$ cat config.mk
export PLATFORM = sky130hd
export DESIGN_NAME = multicycle_control
export DESIGN_NICKNAME = d
export VERILOG_FILES = /design/src/rtl/multicycle_control.sv
export SDC_FILE = /design/constraint.sdc
export NUM_CORES = 1
export LEC_CHECK = 0
export ABC_AREA = 1
export BUFFER_PORTS_ARGS = -buffer_cell sky130_fd_sc_hd__buf_2
export CAP_MARGIN = 5
export CORE_MARGIN = 5
export CORE_UTILIZATION = 45
export CTS_CLUSTER_DIAMETER = 60
export DETAILED_ROUTE_END_ITERATION = 12
export PLACE_DENSITY = 0.67
export SYNTH_ARGS = -nofsm -noshare
export SYNTH_HDL_FRONTEND = slang
export SYNTH_SLANG_ARGS = --single-unit
$ cat constraint.sdc
create_clock -name clk -period 2.58 [get_ports clk]
set_input_delay 0.516 -clock clk [delete_from_list [all_inputs] [get_ports clk]]
set_output_delay 0.516 -clock clk [all_outputs]
set_load 0.1 [all_outputs]
$ cat src/rtl/multicycle_control.sv
// ---------------------------------------------------------------------------
// multicycle_control
// Moore control FSM for a multi-cycle MIPS-style datapath. Each instruction
// steps through FETCH, DECODE and one to three execution states, then returns
// to FETCH. Opcodes that are not recognised trap into HALT, and only reset
// leaves HALT.
//
// The control outputs are held in registers. On every edge they are loaded
// with the decode of the state being entered, so they always match the
// registered state. During reset they hold the FETCH decode.
//
// Ports
//   clk          in   1   rising-edge clock
//   rst_n        in   1   asynchronous active-low reset
//   opcode       in   6   IR[31:26]
//   funct        in   6   IR[5:0]
//   pcWrite      out  1   unconditional PC load
//   pcWriteCond  out  1   PC load if ALU zero
//   pcSource     out  2   0 ALU, 1 ALUOut, 2 jump target, 3 rs
//   iorD         out  1   memory address select (0 PC, 1 ALUOut)
//   memRead      out  1   memory read strobe
//   memWrite     out  1   memory write strobe
//   irWrite      out  1   IR load
//   regWrite     out  1   register file write strobe
//   regDst       out  2   0 rt, 1 rd, 2 $31
//   memToReg     out  2   0 ALUOut, 1 MDR, 2 PC
//   aluSrcA      out  1   0 PC, 1 A
//   aluSrcB      out  2   0 B, 1 const 4, 2 imm, 3 imm<<2
//   aluOp        out  2   0 add, 1 sub, 2 funct-decoded
//   state        out  4   current state code
//   halted       out  1   illegal instruction trap
//   instr_count  out 32   retired instruction count (wraps)
// ---------------------------------------------------------------------------
module multicycle_control (
    input  logic        clk,
    input  logic        rst_n,
    input  logic [5:0]  opcode,
    input  logic [5:0]  funct,
    output logic        pcWrite,
    output logic        pcWriteCond,
    output logic [1:0]  pcSource,
    output logic        iorD,
    output logic        memRead,
    output logic        memWrite,
    output logic        irWrite,
    output logic        regWrite,
    output logic [1:0]  regDst,
    output logic [1:0]  memToReg,
    output logic        aluSrcA,
    output logic [1:0]  aluSrcB,
    output logic [1:0]  aluOp,
    output logic [3:0]  state,
    output logic        halted,
    output logic [31:0] instr_count
);

    typedef enum logic [3:0] {
        ST_FETCH     = 4'd0,
        ST_DECODE    = 4'd1,
        ST_MEM_ADDR  = 4'd2,
        ST_MEM_READ  = 4'd3,
        ST_MEM_WB    = 4'd4,
        ST_MEM_WRITE = 4'd5,
        ST_R_EXEC    = 4'd6,
        ST_R_WB      = 4'd7,
        ST_BRANCH    = 4'd8,
        ST_JUMP      = 4'd9,
        ST_JR        = 4'd10,
        ST_I_EXEC    = 4'd11,
        ST_I_WB      = 4'd12,
        ST_JAL       = 4'd13,
        ST_HALT      = 4'd14
    } state_t;

    typedef struct packed {
        logic       pc_write;
        logic       pc_write_cond;
        logic [1:0] pc_source;
        logic       ior_d;
        logic       mem_read;
        logic       mem_write;
        logic       ir_write;
        logic       reg_write;
        logic [1:0] reg_dst;
        logic [1:0] mem_to_reg;
        logic       alu_src_a;
        logic [1:0] alu_src_b;
        logic [1:0] alu_op;
        logic       halted;
    } ctrl_t;

    localparam logic [5:0] OP_RTYPE = 6'b000000;
    localparam logic [5:0] OP_LW    = 6'b100011;
    localparam logic [5:0] OP_SW    = 6'b101011;
    localparam logic [5:0] OP_BEQ   = 6'b000100;
    localparam logic [5:0] OP_J     = 6'b000010;
    localparam logic [5:0] OP_JAL   = 6'b000011;
    localparam logic [5:0] OP_ADDI  = 6'b001000;
    localparam logic [5:0] FN_JR    = 6'b001000;

    state_t      r_state;
    ctrl_t       r_ctrl;
    logic [31:0] r_instr_count;
    state_t      w_next_state;

    // Transition function. State 3 with a non-lw opcode and the unused code 15
    // both fall back to FETCH so a corrupted state cannot lock the machine.
    function automatic state_t next_state_f(input state_t s,
                                            input logic [5:0] op,
                                            input logic [5:0] fn);
        state_t ns;
        ns = ST_FETCH;
        case (s)
            ST_FETCH:    ns = ST_DECODE;
            ST_DECODE: begin
                case (op)
                    OP_RTYPE: begin
                        if (fn == FN_JR) ns = ST_JR;
                        else             ns = ST_R_EXEC;
                    end
                    OP_LW, OP_SW: ns = ST_MEM_ADDR;
                    OP_BEQ:       ns = ST_BRANCH;
                    OP_J:         ns = ST_JUMP;
                    OP_JAL:       ns = ST_JAL;
                    OP_ADDI:      ns = ST_I_EXEC;
                    default:      ns = ST_HALT;
                endcase
            end
            ST_MEM_ADDR: begin
                if (op == OP_LW) ns = ST_MEM_READ;
                else             ns = ST_MEM_WRITE;
            end
            ST_MEM_READ: begin
                if (op == OP_LW) ns = ST_MEM_WB;
                else             ns = ST_FETCH;
            end
            ST_R_EXEC:   ns = ST_R_WB;
            ST_I_EXEC:   ns = ST_I_WB;
            ST_HALT:     ns = ST_HALT;
            ST_MEM_WB, ST_MEM_WRITE, ST_R_WB, ST_BRANCH,
            ST_JUMP, ST_JR, ST_JAL, ST_I_WB:
                         ns = ST_FETCH;
            default:     ns = ST_FETCH;
        endcase
        return ns;
    endfunction

    // An instruction retires only when it leaves one of these states for
    // FETCH. Recovery out of a corrupted state does not count.
    function automatic logic is_terminal_f(input state_t s);
        logic t;
        case (s)
            ST_MEM_WB, ST_MEM_WRITE, ST_R_WB, ST_BRANCH,
            ST_JUMP, ST_JR, ST_JAL, ST_I_WB: t = 1'b1;
            default:                         t = 1'b0;
        endcase
        return t;
    endfunction

    // Moore output table. Any field not set for a state stays 0.
    function automatic ctrl_t decode_f(input state_t s);
        ctrl_t c;
        c = ctrl_t'(19'd0);
        case (s)
            ST_FETCH: begin
                c.mem_read  = 1'b1;
                c.ir_write  = 1'b1;
                c.alu_src_b = 2'd1;
                c.pc_write  = 1'b1;
                c.pc_source = 2'd0;
            end
            ST_DECODE:    c.alu_src_b = 2'd3;
            ST_MEM_ADDR: begin
                c.alu_src_a = 1'b1;
                c.alu_src_b = 2'd2;
            end
            ST_MEM_READ: begin
                c.mem_read = 1'b1;
                c.ior_d    = 1'b1;
            end
            ST_MEM_WB: begin
                c.reg_write  = 1'b1;
                c.reg_dst    = 2'd0;
                c.mem_to_reg = 2'd1;
            end
            ST_MEM_WRITE: begin
                c.mem_write = 1'b1;
                c.ior_d     = 1'b1;
            end
            ST_R_EXEC: begin
                c.alu_src_a = 1'b1;
                c.alu_op    = 2'd2;
            end
            ST_R_WB: begin
                c.reg_write  = 1'b1;
                c.reg_dst    = 2'd1;
                c.mem_to_reg = 2'd0;
            end
            ST_BRANCH: begin
                c.alu_src_a     = 1'b1;
                c.alu_op        = 2'd1;
                c.pc_write_cond = 1'b1;
                c.pc_source     = 2'd1;
            end
            ST_JUMP: begin
                c.pc_write  = 1'b1;
                c.pc_source = 2'd2;
            end
            ST_JR: begin
                c.pc_write  = 1'b1;
                c.pc_source = 2'd3;
            end
            ST_I_EXEC: begin
                c.alu_src_a = 1'b1;
                c.alu_src_b = 2'd2;
            end
            ST_I_WB: begin
                c.reg_write  = 1'b1;
                c.reg_dst    = 2'd0;
                c.mem_to_reg = 2'd0;
            end
            ST_JAL: begin
                c.reg_write  = 1'b1;
                c.reg_dst    = 2'd2;
                c.mem_to_reg = 2'd2;
                c.pc_write   = 1'b1;
                c.pc_source  = 2'd2;
            end
            ST_HALT:  c.halted = 1'b1;
            default:  c = ctrl_t'(19'd0);
        endcase
        return c;
    endfunction

    assign w_next_state = next_state_f(r_state, opcode, funct);

    // State register, registered control outputs and retire counter. Reset
    // acts at once: it abandons any partial instruction and clears the trap.
    always_ff @(posedge clk or negedge rst_n) begin
        if (!rst_n) begin
            r_state       <= ST_FETCH;
            r_ctrl        <= decode_f(ST_FETCH);
            r_instr_count <= 32'd0;
        end else begin
            r_state <= w_next_state;
            r_ctrl  <= decode_f(w_next_state);
            if (is_terminal_f(r_state) && (w_next_state == ST_FETCH)) begin
                r_instr_count <= r_instr_count + 32'd1;
            end else begin
                r_instr_count <= r_instr_count;
            end
        end
    end

    assign pcWrite     = r_ctrl.pc_write;
    assign pcWriteCond = r_ctrl.pc_write_cond;
    assign pcSource    = r_ctrl.pc_source;
    assign iorD        = r_ctrl.ior_d;
    assign memRead     = r_ctrl.mem_read;
    assign memWrite    = r_ctrl.mem_write;
    assign irWrite     = r_ctrl.ir_write;
    assign regWrite    = r_ctrl.reg_write;
    assign regDst      = r_ctrl.reg_dst;
    assign memToReg    = r_ctrl.mem_to_reg;
    assign aluSrcA     = r_ctrl.alu_src_a;
    assign aluSrcB     = r_ctrl.alu_src_b;
    assign aluOp       = r_ctrl.alu_op;
    assign halted      = r_ctrl.halted;
    assign state       = r_state;
    assign instr_count = r_instr_count;

endmodule

* Yosys cells after proc, flatten, opt, wreduce, memory -nomap -nowiden
Memories as Yosys holds them, arrays and structs flattened. Index checks and enable logic that the tools add are counted.
Word-level totals: logic and storage cells 73, input bits 14, memories 1, memory bits (read-only) 16, output and inout port bits 55, register bits after elaboration 55
Memory list:
- (name not given) | words 16, width 1, read ports 1, clocked after memory_dff 0, wr ports 0, line 152 | case (s)
Operators by class: eq/ne operators 27, multiplexer cells 17, reduce and logical (&&, ||, !) cells 11, add/sub/neg operators 1
Operators by type and width (count):
- $eq A4 B4 Y1 const B | 9
- $add A32 B1 Y32 const B | 1
- $pmux W4 S7 | 1
- $pmux W4 S6 | 1
- $eq A4 B3 Y1 const B | 5
- $pmux W5 S4 | 1
- $eq A4 B2 Y1 const B | 4
- $eq A6 B2 Y1 const B | 2
- $eq A6 B4 Y1 const B | 2
- $eq A6 B6 Y1 const B | 2
- $pmux W2 S3 | 2
- $reduce_or A2 Y1 | 5
- $eq A4 B1 Y1 const B | 2
- $logic_not A4 Y1 | 2
- $mux W1 | 8
- $reduce_or A4 Y1 | 2
- $eq A6 B3 Y1 const B | 1
- $logic_not A6 Y1 | 1
- $mux W3 | 2
- $mux W4 | 1
- $pmux W2 S2 | 1
- $logic_and A1 B1 Y1 | 1

* Depth between registers and ports, before layout
depth in word-level cells 7, depth in mapped cells 12

* Worst setup path after synthesis
OpenSTA, ideal clock, no wires.
kind reg2reg, start reg r_instr_count[0], in the netlist instr_count[0], end reg r_instr_count[16], in the netlist instr_count[16], library setup time 0.129 ns, cell stages (with the launch flop) 8, period minus slack after synthesis 2.308 ns, path slack 0.272 ns, data required time 2.451 ns, data arrival time 2.179 ns, cell sequence dfrtp_1 ha_1 nand4_1 inv_1 nand4_1 nor2_2 nand4_1 xor2_1
Between the ends: longest elaborated chain between the ends 1
Ends and longest elaborated chain:
- start, declared | line 103 | logic [31:0] r_instr_count;
- start signal, assigned | line 248 | r_instr_count <= r_instr_count + 32'd1;
- start signal, assigned | line 250 | r_instr_count <= r_instr_count;
- $add A32 B1 Y32 | line 248
Every way passes these cells. A chain may end at the register's enable or synchronous reset.

* Worst setup path in the final report
start reg r_state[1], in the netlist state[1], end reg r_instr_count[20], in the netlist instr_count[20]
Between the ends: longest elaborated chain between the ends 4, elaborated cells between the ends (all ways) 11, those cells by class 6 x eq/ne; 1 x mux; 3 x reduce/logical; 1 x memory
Ends and longest elaborated chain:
- start, declared | line 101 | state_t r_state;
- start signal, assigned | line 245 | r_state <= w_next_state;
- $eq A4 B4 Y1, or another cell as far along | line 113 | case (s)
- $pmux W4 S7 | line 113
- $logic_not A4 Y1 | line 247 | if (is_terminal_f(r_state) && (w_next_state == ST_FETCH)) begin
- $logic_and A1 B1 Y1 * | line 247
Every way passes the cells marked *; elsewhere a longest branch is shown, timed or not.

==> qor.csv <==
stage;metric;value;unit
run_status;outcome;finished clean;
clock_network;hold_buffers;0;
run;cap_violations;0;
synth;ys_types;31;
global_routing;grt.busiest_layer;met2;
routing;num_vias;2521;
clock_network;cts.htree.levels;2;
synth;synthTopCellsByArea;dfrtp_1 41%, nand2_1 11%, nor2_1 5.1%;
floorplan;die_y;91.09;um
routing;avgViaCountPerCell;4.992;
global_routing;use_met2;29.99;%
routing;wl_per_cell;12.80;um
timing;skew;7.962;ps
critical_path;r2r_slack;620;ps
clock_network;postCtsSetupBuffers;0;
clock_network;clockBufferDepth;2;
pwr;power.total;3.860;mW
global_routing;gr-total-overflow;0;
critical_path;crit_required;2790;ps
floorplan;io_pins;69;
clock_network;cts_tree;done;
final_layout;instances_no_fill;505;
routing;postRouteAntennaNets;0;
global_routing;antenna_found_initial;0;
pwr;cellPowerDensity;1114;mW/mm2
clock_network;cts.sinks;53;
worst_hold_path;hp-class;input pin to asynchronous set/reset pin;
critical_path;path_class;flop to flop;
final_layout;diodes;0;
placement;dp_cells;497;
synth;synth_cells;356;
synth;yosysWarnings;0;
routing;wl;6466;um
critical_path;reg2reg_from;state[1]$_DFF_PN0_;
timing;hold_viol;0;
timing;max_slew_margin;63.79;%
global_routing;grt_usage;16.75;%
floorplan;fp.dieW;91.09;um
clock_network;post_cts_resized;0;
final_layout;area_delta_synth_final;17.08;%
clock_network;cts-root-buf;clkbuf_8;
critical_path;crit_path_top_delay_cell;dfrtp_1;
timing;worstMarginPinSlew;543.1;ps
placement;gp_congestion;0.9251;
synth;ys_seq_elements;53;
floorplan;core;0.006386;mm2
critical_path;crit_path_frequent_cell;inv_2;
synth;yosysTopAreaCell;dfrtp_1;
synth;syn_area_per_cell;8.312;um2
placement;portBuffers;68;
timing;rsz0062_at_grt;no;
placement;dpl-instance-area;0.003369;mm2
floorplan;rows;29;
placement;dp_hpwl;5253;um
floorplan;dieArea;0.008297;mm2
timing;setup_violations;0;
critical_path;rr_worst_depth;8;
global_routing;grt_pass1_vias;2557;
final_layout;final_cell_area;0.003465;mm2
synth;synth_area;0.002959;mm2
routing;dr.pass1.iters;5;
timing;fin_setup_tns;0;ps
global_routing;grt_max_degree;28;
timing;hold_slack;179.5;ps
clock_network;clk_pin_slew;90;ps
critical_path;cp_max_fo;27;
critical_path;arrival;2170;ps
synth;synth_nets;371;
timing;layout_min_cycle_time;1965;ps
clock_network;insertion_delay;310;ps
global_routing;grtUsageMet1;19.97;%
critical_path;r2r_end;instr_count[20]$_DFFE_PN0P_;
clock_network;numCtsBuffers;5;
critical_path;crit_path_end_kind;flop;
global_routing;grt_pass1_wl;11650;um
final_layout;fin_nets;442;
routing;drtIter0Drc;73;
final_layout;drive_gt1_share;31.07;%
pwr;p_leak;1.806;nW
global_routing;grtUsageMet3;4.380;%
critical_path;start_kind;flop;
timing;drv_slew;0;
pwr;ir_worst_vdd;1.304;mV
critical_path;cpPeakStageDelay;470;ps
synth;netlist.area_leader.share;41.44;%
timing;max_freq;508.9;MHz
timing;fin_crit_sh;76.16;%
critical_path;crit_chain;inv_2 -> nor2_4 -> o21ai_2 -> nand2_2 -> inv_2 -> nand4_1 -> xor2_1 -> inv_1;
synth;seq_area_frac_synth;44.99;%
routing;drcViolationCount;0;
floorplan;start_util;46.34;%
cells by family (layout without fill, tap and decap cells):
group / count (synthesis) / after routing / synth area share [%]
compound gates: 13 / 13 / 2.875
xor+xnor: 31 / 31 / 9.175
fa+ha+maj: 1 / 1 / 0.4228
buf+inv: 52 / 124 / 7.230
flops: 53 / 53 / 44.99
simple gates: 206 / 206 / 35.31
flip-flops by register name, indices dropped and copies added, names as in the netlist:
signal and flops:
instr_count 32, state 4, aluSrcB 2, memToReg 2, pcSource 2, aluOp 1, aluSrcA 1, halted 1
iorD 1, irWrite 1, memRead 1, memWrite 1, pcWrite 1, pcWriteCond 1, regDst 1, regWrite 1
worst max-delay path, delay by kind of cell (launching register included):
kind,cells,cell delay (ps)
simple gates,3,470
compound gates,1,180
buf+inv,3,580
xor+xnor,1,160
flops,1,470
cells in the mapped netlist:
library cell  count
buf_4             2
a21oi_1           1
nand2_2           5
xor2_1           15
nand2_4           4
a21boi_2          1
nand3_2           6
xnor2_1          16
dfstp_2           4
nor4_1            2
nor2_2            7
o21ai_0           3
o21ai_2           3
nor3_1            8
inv_2            13
buf_6             1
nand3_1          24
ha_1              1
nor3b_1           1
nor3_2            4
nand4_1          14
buf_2             3
nor2_1           40
o21ai_1           4
o211ai_1          1
nor2_4            7
inv_1            32
clkinv_1          1
nor3_4            1
nand2_1          83
dfrtp_1          49
metal layers:
layer / part of all wire (%) / wire length, um
met1: 42 / 2708
met2: 52 / 3341
met3: 5.3 / 340
met4: 1.2 / 75
met5: 0 / 0
cells in the final DEF (no fill, tap or decap), drive strengths merged:
master,Yosys,routed
nand2,92,92
buf,6,70
nor2,54,54
dfrtp,49,49
inv,45,46
nand3,30,30
xnor2,16,16
xor2,15,15
nand4,14,14
nor3,13,13
o21ai,10,10
clkbuf,0,5
dfstp,4,4
clkinv,1,3
nor4,2,2
a21boi,1,1
a21oi,1,1
o211ai,1,1
nor3b,1,1
ha,1,1
worst max-delay path by stage:
stage	startpoint	depth (start not counted)	to
after floorplan	instr_count[0]$_DFFE_PN0P_	7	instr_count[16]$_DFFE_PN0P_
after global placement	state[1]$_DFF_PN0_	8	instr_count[20]$_DFFE_PN0P_
after detailed placement	state[1]$_DFF_PN0_	8	instr_count[20]$_DFFE_PN0P_
after CTS	state[1]$_DFF_PN0_	8	instr_count[20]$_DFFE_PN0P_
after global routing	state[1]$_DFF_PN0_	8	instr_count[20]$_DFFE_PN0P_
final	state[1]$_DFF_PN0_	8	instr_count[20]$_DFFE_PN0P_
where the power goes:
group	switching, mW	total, mW	internal, mW	leakage [nW]
Clock	0.282	0.480	0.198	0.0487
Sequential	0.131	1.14	1.01	0.708
Combinational	1.87	2.24	0.372	1.05
Total	2.28	3.86	1.58	1.81
layout make-up:
class,instances,area (um2)
Sequential cell,53,1331
Clock buffer,5,68.82
Tap cell,77,96.34
Timing Repair Buffer,70,355.3
Clock inverter,3,26.28
Fill cell,628,2922
Inverter,46,172.7
Multi-Input combinational cell,251,1414
stage by stage:
stage	worst slack (ps)	utilization (%)
3_5_place_dp	634.9	52.76
4_1_cts	609.5	54.25
6_report	615.1	54.25
2_1_floorplan	271.8	-
3_3_place_gp	723.4	52.76
5_1_grt	385.2	54.25
Note: power is estimated with default switching activity, not from simulation.
